<file path="config.mk">
export PLATFORM = sky130hd
export DESIGN_NAME = mergesort_main
export DESIGN_NICKNAME = d
export VERILOG_FILES = /design/src/rtl/mergesort_pkg.sv /design/src/rtl/mergesort_ram.sv /design/src/rtl/mergesort_main.sv
export SDC_FILE = /design/constraint.sdc
export NUM_CORES = 2
export LEC_CHECK = 0
export ABC_AREA = 1
export BUFFER_PORTS_ARGS = -buffer_cell sky130_fd_sc_hd__buf_4
export CORE_MARGIN = 2
export CORE_UTILIZATION = 40
export CTS_CLUSTER_SIZE = 12
export DETAILED_ROUTE_END_ITERATION = 10
export HOLD_SLACK_MARGIN = 0.05
export MAX_ROUTING_LAYER = met4
export PLACE_DENSITY = 0.55
export SYNTH_ARGS = -nofsm -noshare
export SYNTH_HDL_FRONTEND = slang
export SYNTH_SLANG_ARGS = --single-unit
</file>
<file path="constraint.sdc">
create_clock -name clock -period 2.6 [get_ports clock]
set_input_delay 0 -clock clock [delete_from_list [all_inputs] [get_ports clock]]
set_output_delay 0 -clock clock [all_outputs]
set_load 0.01 [all_outputs]
</file>
<file path="src/rtl/mergesort_pkg.sv">
// mergesort_pkg: shared constants, FSM encoding and helpers
// for the in-place bottom-up merge-sort kernel.
package mergesort_pkg;

  localparam int N_ELEM = 28;
  localparam int ELEM_W = 8;
  localparam int IDX_W  = 6;

  localparam int DATA_BASE = 64;
  localparam int TEMP_BASE = 32;

  typedef logic [ELEM_W-1:0] elem_t;
  typedef logic [IDX_W-1:0]  idx_t;

  localparam idx_t LAST_W = idx_t'(16);

  typedef enum logic [3:0] {
    S_IDLE,
    S_PASS_SETUP,
    S_RUN_SETUP,
    S_RD_A,
    S_RD_B,
    S_CMP_WR,
    S_COPY_RD,
    S_COPY_WR,
    S_DONE
  } state_t;

  typedef struct packed {
    logic       oe;
    logic       we;
    logic [6:0] addr;
    elem_t      wdata;
  } slv_req_t;

  function automatic elem_t init_elem(int idx);
    return elem_t'(N_ELEM - 1 - idx);
  endfunction

  function automatic logic addr_hit(
    logic [6:0] a,
    logic [7:0] base
  );
    return ({1'b0, a} >= base) &&
           ({1'b0, a} < base + 8'(N_ELEM));
  endfunction

  function automatic logic [4:0] addr_off(
    logic [6:0] a,
    logic [7:0] base
  );
    return 5'({1'b0, a} - base);
  endfunction

  function automatic idx_t clamp_idx(idx_t v);
    return (v > idx_t'(N_ELEM)) ? idx_t'(N_ELEM) : v;
  endfunction

endpackage

</file>
<file path="src/rtl/mergesort_ram.sv">
// mergesort_ram: 28x8 array with one sort port and two slave
// ports, synchronous read, contents reloaded on reset.
module mergesort_ram
  import mergesort_pkg::*;
#(
  parameter bit LOAD_INIT = 1'b0
) (
  input  logic        clock,
  input  logic        reset,
  input  logic [4:0]  sort_addr,
  input  logic        sort_we,
  input  elem_t       sort_wdata,
  output elem_t       sort_rdata,
  input  logic [1:0]  slv_we,
  input  logic [9:0]  slv_addr,
  input  logic [15:0] slv_wdata,
  output logic [15:0] slv_rdata
);

  elem_t mem [N_ELEM];

  function automatic elem_t rd(logic [4:0] a);
    return (a < 5'(N_ELEM)) ? mem[a] : '0;
  endfunction

  // Channel 1 is written last so it wins a same-byte collision.
  always_ff @(posedge clock) begin
    if (reset) begin
      for (int e = 0; e < N_ELEM; e++)
        mem[e] <= LOAD_INIT ? init_elem(e) : '0;
      sort_rdata <= '0;
      slv_rdata  <= '0;
    end else begin
      sort_rdata <= rd(sort_addr);
      for (int c = 0; c < 2; c++)
        slv_rdata[8*c +: 8] <= rd(slv_addr[5*c +: 5]);
      if (sort_we && sort_addr < 5'(N_ELEM))
        mem[sort_addr] <= sort_wdata;
      for (int c = 0; c < 2; c++)
        if (slv_we[c] &&
            slv_addr[5*c +: 5] < 5'(N_ELEM))
          mem[slv_addr[5*c +: 5]] <= slv_wdata[8*c +: 8];
    end
  end

endmodule

</file>
<file path="src/rtl/mergesort_main.sv">
// mergesort_main: bottom-up merge-sort FSM over a data/temp
// RAM pair, with a dual-channel slave port while idle.
module mergesort_main
  import mergesort_pkg::*;
#(
  parameter int MEM_var_28859_28863 = DATA_BASE,
  parameter int MEM_var_28861_28867 = TEMP_BASE,
  parameter int MEM_var_29003_28863 = TEMP_BASE
) (
  input  logic        clock,
  input  logic        reset,
  input  logic        start_port,
  input  logic [1:0]  S_oe_ram,
  input  logic [1:0]  S_we_ram,
  input  logic [13:0] S_addr_ram,
  input  logic [15:0] S_Wdata_ram,
  input  logic [7:0]  S_data_ram_size,
  output logic        done_port,
  output logic [15:0] Sout_Rdata_ram,
  output logic [1:0]  Sout_DataRdy
);

  localparam logic [7:0] DATA_LO =
    8'(MEM_var_28859_28863);
  localparam logic [7:0] TEMP_LO =
    8'(MEM_var_28861_28867);
  localparam logic [7:0] TEMP_ALIAS =
    8'(MEM_var_29003_28863);

  state_t state, nxt;

  idx_t  lo, mid, hi, i, j, k, w;
  idx_t  k_inc, w2, lo_nxt;
  elem_t a_q;
  logic  idle, at_hi, pass_end, take_left;

  logic [4:0] d_addr;
  logic       d_we, t_we;
  elem_t      d_rd, t_rd, t_wdata;

  slv_req_t    req [2];
  logic [1:0]  d_swe, t_swe;
  logic [9:0]  d_saddr, t_saddr;
  logic [15:0] s_wdata, d_srd, t_srd;
  logic [1:0]  rdy_q, rd_d_q, rd_t_q;

  // Every access is 8 bits wide whatever size is requested.
  logic unused_size;
  assign unused_size = ^S_data_ram_size;

  assign idle      = (state == S_IDLE);
  assign k_inc     = k + idx_t'(1);
  assign at_hi     = (k_inc == hi);
  assign w2        = {w[4:0], 1'b0};
  assign lo_nxt    = lo + w2;
  assign pass_end  = (lo_nxt >= idx_t'(N_ELEM));
  assign take_left = (i < mid) &&
                     ((j >= hi) || (a_q <= d_rd));
  assign done_port = (state == S_DONE);

  always_ff @(posedge clock) begin
    if (reset) state <= S_IDLE;
    else       state <= nxt;
  end

  always_comb begin
    nxt = state;
    unique case (state)
      S_IDLE:       if (start_port) nxt = S_PASS_SETUP;
      S_PASS_SETUP: nxt = S_RUN_SETUP;
      S_RUN_SETUP:  nxt = S_RD_A;
      S_RD_A:       nxt = S_RD_B;
      S_RD_B:       nxt = S_CMP_WR;
      S_CMP_WR:     nxt = at_hi ? S_COPY_RD : S_RD_A;
      S_COPY_RD:    nxt = S_COPY_WR;
      S_COPY_WR: begin
        if (!at_hi)          nxt = S_COPY_RD;
        else if (!pass_end)  nxt = S_RUN_SETUP;
        else if (w == LAST_W) nxt = S_DONE;
        else                 nxt = S_PASS_SETUP;
      end
      S_DONE:       nxt = S_IDLE;
      default:      nxt = S_IDLE;
    endcase
  end

  // k walks the output run during merge, then again for copy-back.
  always_ff @(posedge clock) begin
    if (reset) begin
      lo  <= '0;
      mid <= '0;
      hi  <= '0;
      i   <= '0;
      j   <= '0;
      k   <= '0;
      w   <= idx_t'(1);
      a_q <= '0;
    end else begin
      unique case (state)
        S_IDLE:       w  <= idx_t'(1);
        S_PASS_SETUP: lo <= '0;
        S_RUN_SETUP: begin
          mid <= clamp_idx(lo + w);
          hi  <= clamp_idx(lo_nxt);
          i   <= lo;
          j   <= clamp_idx(lo + w);
          k   <= lo;
        end
        S_RD_B:       a_q <= d_rd;
        S_CMP_WR: begin
          if (take_left) i <= i + idx_t'(1);
          else           j <= j + idx_t'(1);
          k <= at_hi ? lo : k_inc;
        end
        S_COPY_WR: begin
          k <= k_inc;
          if (at_hi) begin
            lo <= lo_nxt;
            if (pass_end) w <= w2;
          end
        end
        default: ;
      endcase
    end
  end

  always_comb begin
    d_addr = j[4:0];
    unique case (1'b1)
      state == S_RD_A:    d_addr = i[4:0];
      state == S_COPY_WR: d_addr = k[4:0];
      default: ;
    endcase
  end

  assign d_we    = (state == S_COPY_WR);
  assign t_we    = (state == S_CMP_WR);
  assign t_wdata = take_left ? a_q : d_rd;

  always_comb begin
    for (int c = 0; c < 2; c++)
      req[c] = {S_oe_ram[c], S_we_ram[c],
                S_addr_ram[7*c +: 7],
                S_Wdata_ram[8*c +: 8]};
  end

  always_comb begin
    d_swe   = '0;
    t_swe   = '0;
    d_saddr = '0;
    t_saddr = '0;
    s_wdata = '0;
    for (int c = 0; c < 2; c++) begin
      d_saddr[5*c +: 5] = addr_off(req[c].addr, DATA_LO);
      t_saddr[5*c +: 5] = addr_off(req[c].addr, TEMP_ALIAS);
      s_wdata[8*c +: 8] = req[c].wdata;
      d_swe[c] = idle && req[c].we &&
                 addr_hit(req[c].addr, DATA_LO);
      t_swe[c] = idle && req[c].we &&
                 addr_hit(req[c].addr, TEMP_LO);
    end
  end

  // A request with both oe and we is a write and returns no data.
  always_ff @(posedge clock) begin
    if (reset) begin
      rdy_q  <= '0;
      rd_d_q <= '0;
      rd_t_q <= '0;
    end else begin
      for (int c = 0; c < 2; c++) begin
        rdy_q[c]  <= idle && (req[c].oe || req[c].we);
        rd_d_q[c] <= idle && req[c].oe && !req[c].we &&
                     addr_hit(req[c].addr, DATA_LO);
        rd_t_q[c] <= idle && req[c].oe && !req[c].we &&
                     addr_hit(req[c].addr, TEMP_LO);
      end
    end
  end

  assign Sout_DataRdy = rdy_q;

  always_comb begin
    Sout_Rdata_ram = '0;
    for (int c = 0; c < 2; c++) begin
      unique case (1'b1)
        rd_d_q[c]: Sout_Rdata_ram[8*c +: 8] = d_srd[8*c +: 8];
        rd_t_q[c]: Sout_Rdata_ram[8*c +: 8] = t_srd[8*c +: 8];
        default: ;
      endcase
    end
  end

  mergesort_ram #(
    .LOAD_INIT (1'b1)
  ) u_data (
    .clock      (clock),
    .reset      (reset),
    .sort_addr  (d_addr),
    .sort_we    (d_we),
    .sort_wdata (t_rd),
    .sort_rdata (d_rd),
    .slv_we     (d_swe),
    .slv_addr   (d_saddr),
    .slv_wdata  (s_wdata),
    .slv_rdata  (d_srd)
  );

  mergesort_ram #(
    .LOAD_INIT (1'b0)
  ) u_temp (
    .clock      (clock),
    .reset      (reset),
    .sort_addr  (k[4:0]),
    .sort_we    (t_we),
    .sort_wdata (t_wdata),
    .sort_rdata (t_rd),
    .slv_we     (t_swe),
    .slv_addr   (t_saddr),
    .slv_wdata  (s_wdata),
    .slv_rdata  (t_srd)
  );

endmodule

</file>
# Word level (Yosys, flattened, before mapping)
# Memories as Yosys holds them, arrays and structs flattened. A register that Yosys moved wholly into a read port is not among the register bits.
# Cells that the tools add are included.
dict set report totals {
  register_bits 60
  ram_bits 448
  input_bits 45
  out_inout_bits 19
  wordCells 178
  memories 2
}
dict set report op_classes {
  addsub 9
  n_lt_le_gt_ge 20
  eq_ne 15
  n_mux 61
  n_bitwise 6
  reduce_logical 53
}
# name depth word_bits rd rd_clocked_by_memory_dff wr line
set memory_table {}
lappend memory_table {u_data.mem 28 8 3 3 28 mergesort_ram.sv:20} ;# elem_t mem [N_ELEM];
lappend memory_table {u_temp.mem 28 8 3 3 28 mergesort_ram.sv:20}
# cell n
set op_table {}
lappend op_table {{8-bit two-way mux} 7}
lappend op_table {{6-bit two-way mux} 8}
lappend op_table {{6-bit one-hot mux with 2 select lines} 4}
lappend op_table {{8-bit OR reduction} 6}
lappend op_table {{4-bit one-hot mux with 8 select lines} 1}
lappend op_table {{8-bit one-hot mux with 2 select lines} 2}
lappend op_table {{5-bit < comparator, second input constant} 6}
lappend op_table {{5-bit two-way mux} 6}
lappend op_table {{1-bit logical AND} 27}
lappend op_table {{1-bit two-way mux} 26}
lappend op_table {{5-bit by 1-bit subtractor with 5-bit output, second input constant} 4}
lappend op_table {{6-bit by 1-bit adder with 6-bit output, second input constant} 3}
lappend op_table {{6-bit one-hot mux with 3 select lines} 1}
lappend op_table {{4-bit by 3-bit == test with 1-bit output, second input constant} 4}
lappend op_table {{4-bit two-way mux} 4}
lappend op_table {{7-bit by 6-bit >= comparator with 1-bit output, second input constant} 2}
lappend op_table {{7-bit >= comparator, second input constant} 2}
lappend op_table {{7-bit by 6-bit < comparator with 1-bit output, second input constant} 2}
lappend op_table {{7-bit < comparator, second input constant} 2}
lappend op_table {{6-bit adder} 2}
lappend op_table {{6-bit by 5-bit > comparator with 1-bit output, second input constant} 2}
lappend op_table {{2-bit OR reduction} 6}
lappend op_table {{2-bit != test, second input constant} 5}
lappend op_table {{5-bit one-hot mux with 2 select lines} 1}
lappend op_table {{18 further kinds} 31}

# Logic depth before layout (Yosys ltp)
dict set report logic_depth {
  word_depth 10
  ltp_mapped 16
  mapped_depth_nobuf 15
}

# Modules after synthesis
# A second synthesis with hierarchy kept.
dict set report hier_totals {
  hier_cells 8566
  hier_area_um2 50748.7
}
# module instances cells_each area_per_inst_um2 seq_area_each_um2
set modules_own_cells {}
lappend modules_own_cells {{mergesort_ram at u_temp} 1 3988 23453.7 8167.8}
lappend modules_own_cells {{mergesort_ram at u_data} 1 3972 23288.6 8167.8}
lappend modules_own_cells {mergesort_main 1 606 4006.3 1181.1}

# Worst setup path after synthesis
# No wires, ideal clock.
dict set report synth_timing {
  path_type {reg-to-reg}
  from {reg state[0]}
  to {mem u_data.mem[15][0] (netlist name) (enable)}
  setup_time_ps 337
  arrival_ps 2067
  t_required_ps 2263
  slack_ps 196
  stages_incl_launch_ff 13
  period_less_slack_ps 2404
  cell_sequence {dfxtp_1 > buf_2 > nor2_4 > nand2_4 > nor2_4 > nand3_2 > buf_4 > o21ai_2 > nand2_1 > nor2_2 > buf_4 > nand2_1 > nand3_1}
}
# item line
set synth_lines {}
lappend synth_lines {{from (decl)} mergesort_main.sv:30} ;# state_t state, nxt;
lappend synth_lines {{from (signal assigned)} mergesort_main.sv:63} ;# else state <= nxt;
lappend synth_lines {{to (decl)} mergesort_ram.sv:20}

# Final worst setup path
dict set report layout_timing {
  from {reg k[1]}
  to {reg u_temp.sort_rdata[7] (read register of u_temp.mem)}
}
dict set report layout_via {
  elab_chain_len 3
}
# item line
set layout_lines {}
lappend layout_lines {{from (decl)} mergesort_main.sv:32} ;# idx_t lo, mid, hi, i, j, k, w;
lappend layout_lines {{from (signal assigned)} mergesort_main.sv:107} ;# k <= lo;
lappend layout_lines {{from (signal assigned)} mergesort_main.sv:113} ;# k <= at_hi ? lo : k_inc;
lappend layout_lines {{from (signal assigned)} mergesort_main.sv:116} ;# k <= k_inc;
lappend layout_lines {{5-bit < comparator} mergesort_ram.sv:23} ;# return (a < 5'(N_ELEM)) ? mem[a] : '0;
lappend layout_lines {{1-bit inverter (no source line)} n/a}
lappend layout_lines {{2-bit OR reduction (no source line)} n/a}
lappend layout_lines {{to (decl)} mergesort_ram.sv:13} ;# output elem_t sort_rdata,
# Parallel ways exist; a longest one is shown, timed or not.
# A chain may end at the register's enable or synchronous reset.

==> impl_results.html <==
<table>
<tr><th>Metric</th><th>Value</th></tr>
<tr><th colspan="2">STA</th></tr>
<tr><td>Worst clock skew</td><td>between 0.03 and 0.04 ns</td></tr>
<tr><td>Final setup violation count</td><td>0</td></tr>
<tr><td>Final-report hold violation count</td><td>0</td></tr>
<tr><td>Slew @ Worst Pin</td><td>between 0.8 and 0.9 ns</td></tr>
<tr><td>Unrepaired setup endpoints after global routing</td><td>yes</td></tr>
<tr><td>Post-route worst hold slack</td><td>0.1493 ns</td></tr>
<tr><td>Period utilisation layout</td><td>a little over nine tenths</td></tr>
<tr><td>Worst slew margin relative to its limit</td><td>~44%</td></tr>
<tr><td>Peak Freq</td><td>slightly below 0.4 GHz</td></tr>
<tr><td>Final Max Slew Viols</td><td>0</td></tr>
<tr><td>Final setup margin</td><td>slightly below 0.03 ns</td></tr>
<tr><td>Post-layout minimum cycle time</td><td>roughly 2.6 ns</td></tr>
<tr><th colspan="2">Floorplanning</th></tr>
<tr><td>Initial core utilization</td><td>about two fifths</td></tr>
<tr><td>Vertical extent of the die</td><td>between 300 and 400 microns</td></tr>
<tr><td>Floorplan Core Area</td><td>around 110000 sq um</td></tr>
<tr><td>Die Area</td><td>109000 sq um</td></tr>
<tr><td>Number of top-level pins</td><td>64</td></tr>
<tr><td>Horizontal extent of the die</td><td>330.2 microns</td></tr>
<tr><td>Number of standard-cell rows in the floorplan</td><td>around 120</td></tr>
<tr><th colspan="2">Clock network</th></tr>
<tr><td>Number of sinks driven by the clock tree</td><td>619</td></tr>
<tr><td>Depth of the CTS H-tree</td><td>3</td></tr>
<tr><td>Longest Clk Path Bufs</td><td>3</td></tr>
<tr><td>Clock-pin slew reported for the worst setup and hold paths after clock tree synthesis</td><td>approximately 0.060 ns</td></tr>
<tr><td>TritonCTS clock tree</td><td>yes</td></tr>
<tr><td>Insertion delay to the later sink of the worst-skew pair</td><td>between 0.6 and 0.7 ns</td></tr>
<tr><td>Clock buffers created by TritonCTS</td><td>78</td></tr>
<tr><td>Clk Tree Root Cell</td><td>clkbuf_16</td></tr>
<tr><th colspan="2">Layout</th></tr>
<tr><td>Fraction of final layout cells with drive strength greater than 1</td><td>about an eighth</td></tr>
<tr><td>Synth-to-Final Area Change</td><td>22.65%</td></tr>
<tr><td>Layout Utilization</td><td>slightly below 50%</td></tr>
<tr><td>Most common cell after layout, fill and taps aside</td><td>nand2_1</td></tr>
<tr><td>Layout Cell Area excl Fill</td><td>about 52000 sq um</td></tr>
<tr><td>Post-layout nets</td><td>~6500</td></tr>
<tr><td>Most frequent cells in the layout</td><td>nand2_1, nand3_1, o21ai_0</td></tr>
<tr><td>Number of fillers in the final layout</td><td>around 10000</td></tr>
<tr><th colspan="2">Power</th></tr>
<tr><td>Power consumption</td><td>around 30 mW</td></tr>
<tr><td>Leakage</td><td>between 20 and 25 nW</td></tr>
<tr><td>Peak ir drop on the vdd network</td><td>approximately 0.43 mV</td></tr>
<tr><td>Power Density</td><td>between 500 and 600 nW/um^2</td></tr>
<tr><th colspan="2">Hold path</th></tr>
<tr><td>Path category of the worst min-delay check</td><td>in2reg</td></tr>
<tr><th colspan="2">Place</th></tr>
<tr><td>Placement-stage worst setup slack</td><td>-0.1346 ns</td></tr>
<tr><td>PortBufs</td><td>55</td></tr>
<tr><td>Placed wire-length estimate after detailed placement</td><td>~150000 microns</td></tr>
<tr><td>Weighted congestion at the end of routability-driven global placement</td><td>between 1 and 1.5</td></tr>
<tr><td>Placed Instance Area</td><td>just under 50000 sq um</td></tr>
<tr><th colspan="2">Yosys</th></tr>
<tr><td>Number of enable-type register cells in the synthesized netlist</td><td>~510</td></tr>
<tr><td>Number of synthesized register bits</td><td>around 620</td></tr>
<tr><td>Sequential cell area fraction in the yosys report</td><td>between 40 and 50%</td></tr>
<tr><td>Fraction of registers with async set/reset</td><td>0%</td></tr>
<tr><td>Cells after synthesis</td><td>6066</td></tr>
<tr><td>Number of library cell types mapped by synthesis</td><td>between 50 and 60</td></tr>
<tr><td>Netlist area before placement</td><td>roughly 43000 sq um</td></tr>
<tr><td>Syn_area_per_cell</td><td>about 7 sq um</td></tr>
<tr><td>Flip-flop cell with the highest count after synthesis</td><td>edfxtp_1</td></tr>
<tr><td>Count of synthesis-stage warnings from yosys</td><td>0</td></tr>
<tr><th colspan="2">Routing</th></tr>
<tr><td>Post-route DRC</td><td>6</td></tr>
<tr><td>Wire length per cell</td><td>between 20 and 30 microns</td></tr>
<tr><td>Routed wire length</td><td>217300 microns</td></tr>
<tr><td>Count of routing violations after the opening detailed-route iteration</td><td>between 7000 and 8000</td></tr>
<tr><td>Drt via density</td><td>6.142</td></tr>
<tr><td>Number of routed nets with antenna violations</td><td>0</td></tr>
<tr><td>Number of detailed-routing iterations run before antenna repair</td><td>10</td></tr>
<tr><td>Vias post-DR</td><td>around 48000</td></tr>
<tr><th colspan="2">Critical path</th></tr>
<tr><td>Critical path type</td><td>reg2reg</td></tr>
<tr><td>Critical path data required time</td><td>3.21 ns</td></tr>
<tr><td>Type of element capturing the critical path</td><td>register</td></tr>
<tr><td>Worst EP arrival</td><td>3.18 ns</td></tr>
<tr><td>Kind of start point of the critical path</td><td>register</td></tr>
<tr><td>Largest fanout on the critical path</td><td>55</td></tr>
<tr><th colspan="2">Global route</th></tr>
<tr><td>Vias in the first global route</td><td>between 40000 and 50000</td></tr>
<tr><td>Number of antenna violations at the first check in global routing</td><td>12</td></tr>
<tr><td>Maximum number of pins on one net before global-route repair</td><td>95</td></tr>
<tr><td>GR Overflow Total</td><td>0</td></tr>
<tr><td>Combined global-route utilization of all metal layers</td><td>around 40%</td></tr>
<tr><td>Wire length of the first global-routing pass</td><td>303700 microns</td></tr>
<tr><th colspan="2">Outcome</th></tr>
<tr><td>Outcome</td><td>finished with violations</td></tr>
<tr><td>Violated checks</td><td>design-rule violations</td></tr>
<tr><th colspan="2">Flow run</th></tr>
<tr><td>Total of max-cap violations</td><td>0</td></tr>
</table>
[synth_stat cells, types with 27 or more instances]
cell      instances  area (sq um)
nor2_2           36         225.2
o211ai_1        111         833.3
clkinv_1         36         135.1
buf_1            43         161.4
edfxtp_1        512         15370
inv_1           455          1708
dfxtp_1         107          2142
nand4_1          28         175.2
and2_1           33         206.5
o21ai_1          59         295.3
a22oi_1          27         202.7
a211oi_1         32         240.2
clkbuf_1        390          1464
nand3_1         808          4044
nor2_1          422          1584
nand2_1        1570          5893
o21ai_0         752          3764
o22ai_1          94         588.1
a21oi_1         271          1356
buf_2            31         155.2
ha_1             30         375.4
[registers in the layout (all words and copies together) (netlist names)]
name,count
u_data.mem,256
u_temp.mem,256
u_data.slv_rdata,16
lo,5
u_temp.sort_rdata,8
Sout_DataRdy,2
j,6
a_q,8
u_temp.slv_rdata,16
rd_d_q,2
i,6
mid,6
hi,6
k,6
u_data.sort_rdata,8
state,4
rd_t_q,2
w,6
[repair_timing]
item | 4_1_cts | 5_1_grt
resized for setup | 6 | 45
setup endpoints to repair | 142 | 595
hold buffers | 35 | 0
setup buffers | 0 | 5
pin swaps | 0 | 5
cloned | 1 | 8
endpoints found under the hold margin | 212 | 0
[report_power, final]
part,total [mW],internal [mW],switching (mW)
sequential,11.7,11.3,0.414
clock,11.2,6.52,4.66
combinational,7.18,2.24,4.95
total,30.1,20.0,10.0
[worst paths after layout]
| path | end | from | cells after the start | slack, ns |
|---|---|---|---|---|
| setup / recovery | u_temp.sort_rdata[7] | k[1] | 10 | 0.03 |
| hold / removal | u_temp.slv_rdata[8] | S_addr_ram[9] | 5 | 0.15 |
| setup reg to reg | u_temp.sort_rdata[7] | k[1] | 10 | 0.03 |
| hold reg to reg | mid[5] | mid[5] | 2 | 0.45 |
[through the flow]
stage	cells	setup TNS (ns)
finish	7836	0
global route	7836	-0.2214
CTS	7816	0
floorplan	6129	0
detailed placement	7637	-0.2090
global placement	7637	-0.8452
[metal layers]
metal / part of all wire (%) / vias up / global-route usage (%) / wire (microns)
met1: 40 / 22780 / 53.27 / 86580
li1: - / 21290 / - / -
met4: 5.0 / 0 / 17.38 / 10810
met5: 0 / - / - / 0
met3: 14 / 572 / 10.11 / 30010
met2: 41 / 3495 / 55.83 / 89900
[logic make-up after synthesis]
family / synth area share (%)
fa+ha+maj: 0.9291
simple gates: 29.84
compound gates: 18.92
buf+inv: 8.832
other cells: 0.008812
flops: 41.16
xor+xnor: 0.3087
[critical path: stages (launching register included)]
cell      delay [ns]
dfxtp_1         0.47
clkinv_2        0.16
buf_12          0.20
a21oi_1         0.18
o21ai_0         0.14
a21oi_1         0.25
a21oi_1         0.10
o21ai_0         0.35
nor2_1          0.09
nor2_1          0.27
buf_4           0.20
[layout make-up]
type	instances	area [sq um]	area share, %
multi-input cells	4530	21860	41.89
flip-flops and latches	619	17530	33.58
repair buffers	641	6559	12.57
clock buffers	114	2337	4.478
inverters	505	1914	3.668
well taps	1391	1740	3.334
clock inverters	29	239.0	0.4578
diodes	7	17.52	0.03356
Note: power is estimated with default switching activity, not from simulation.
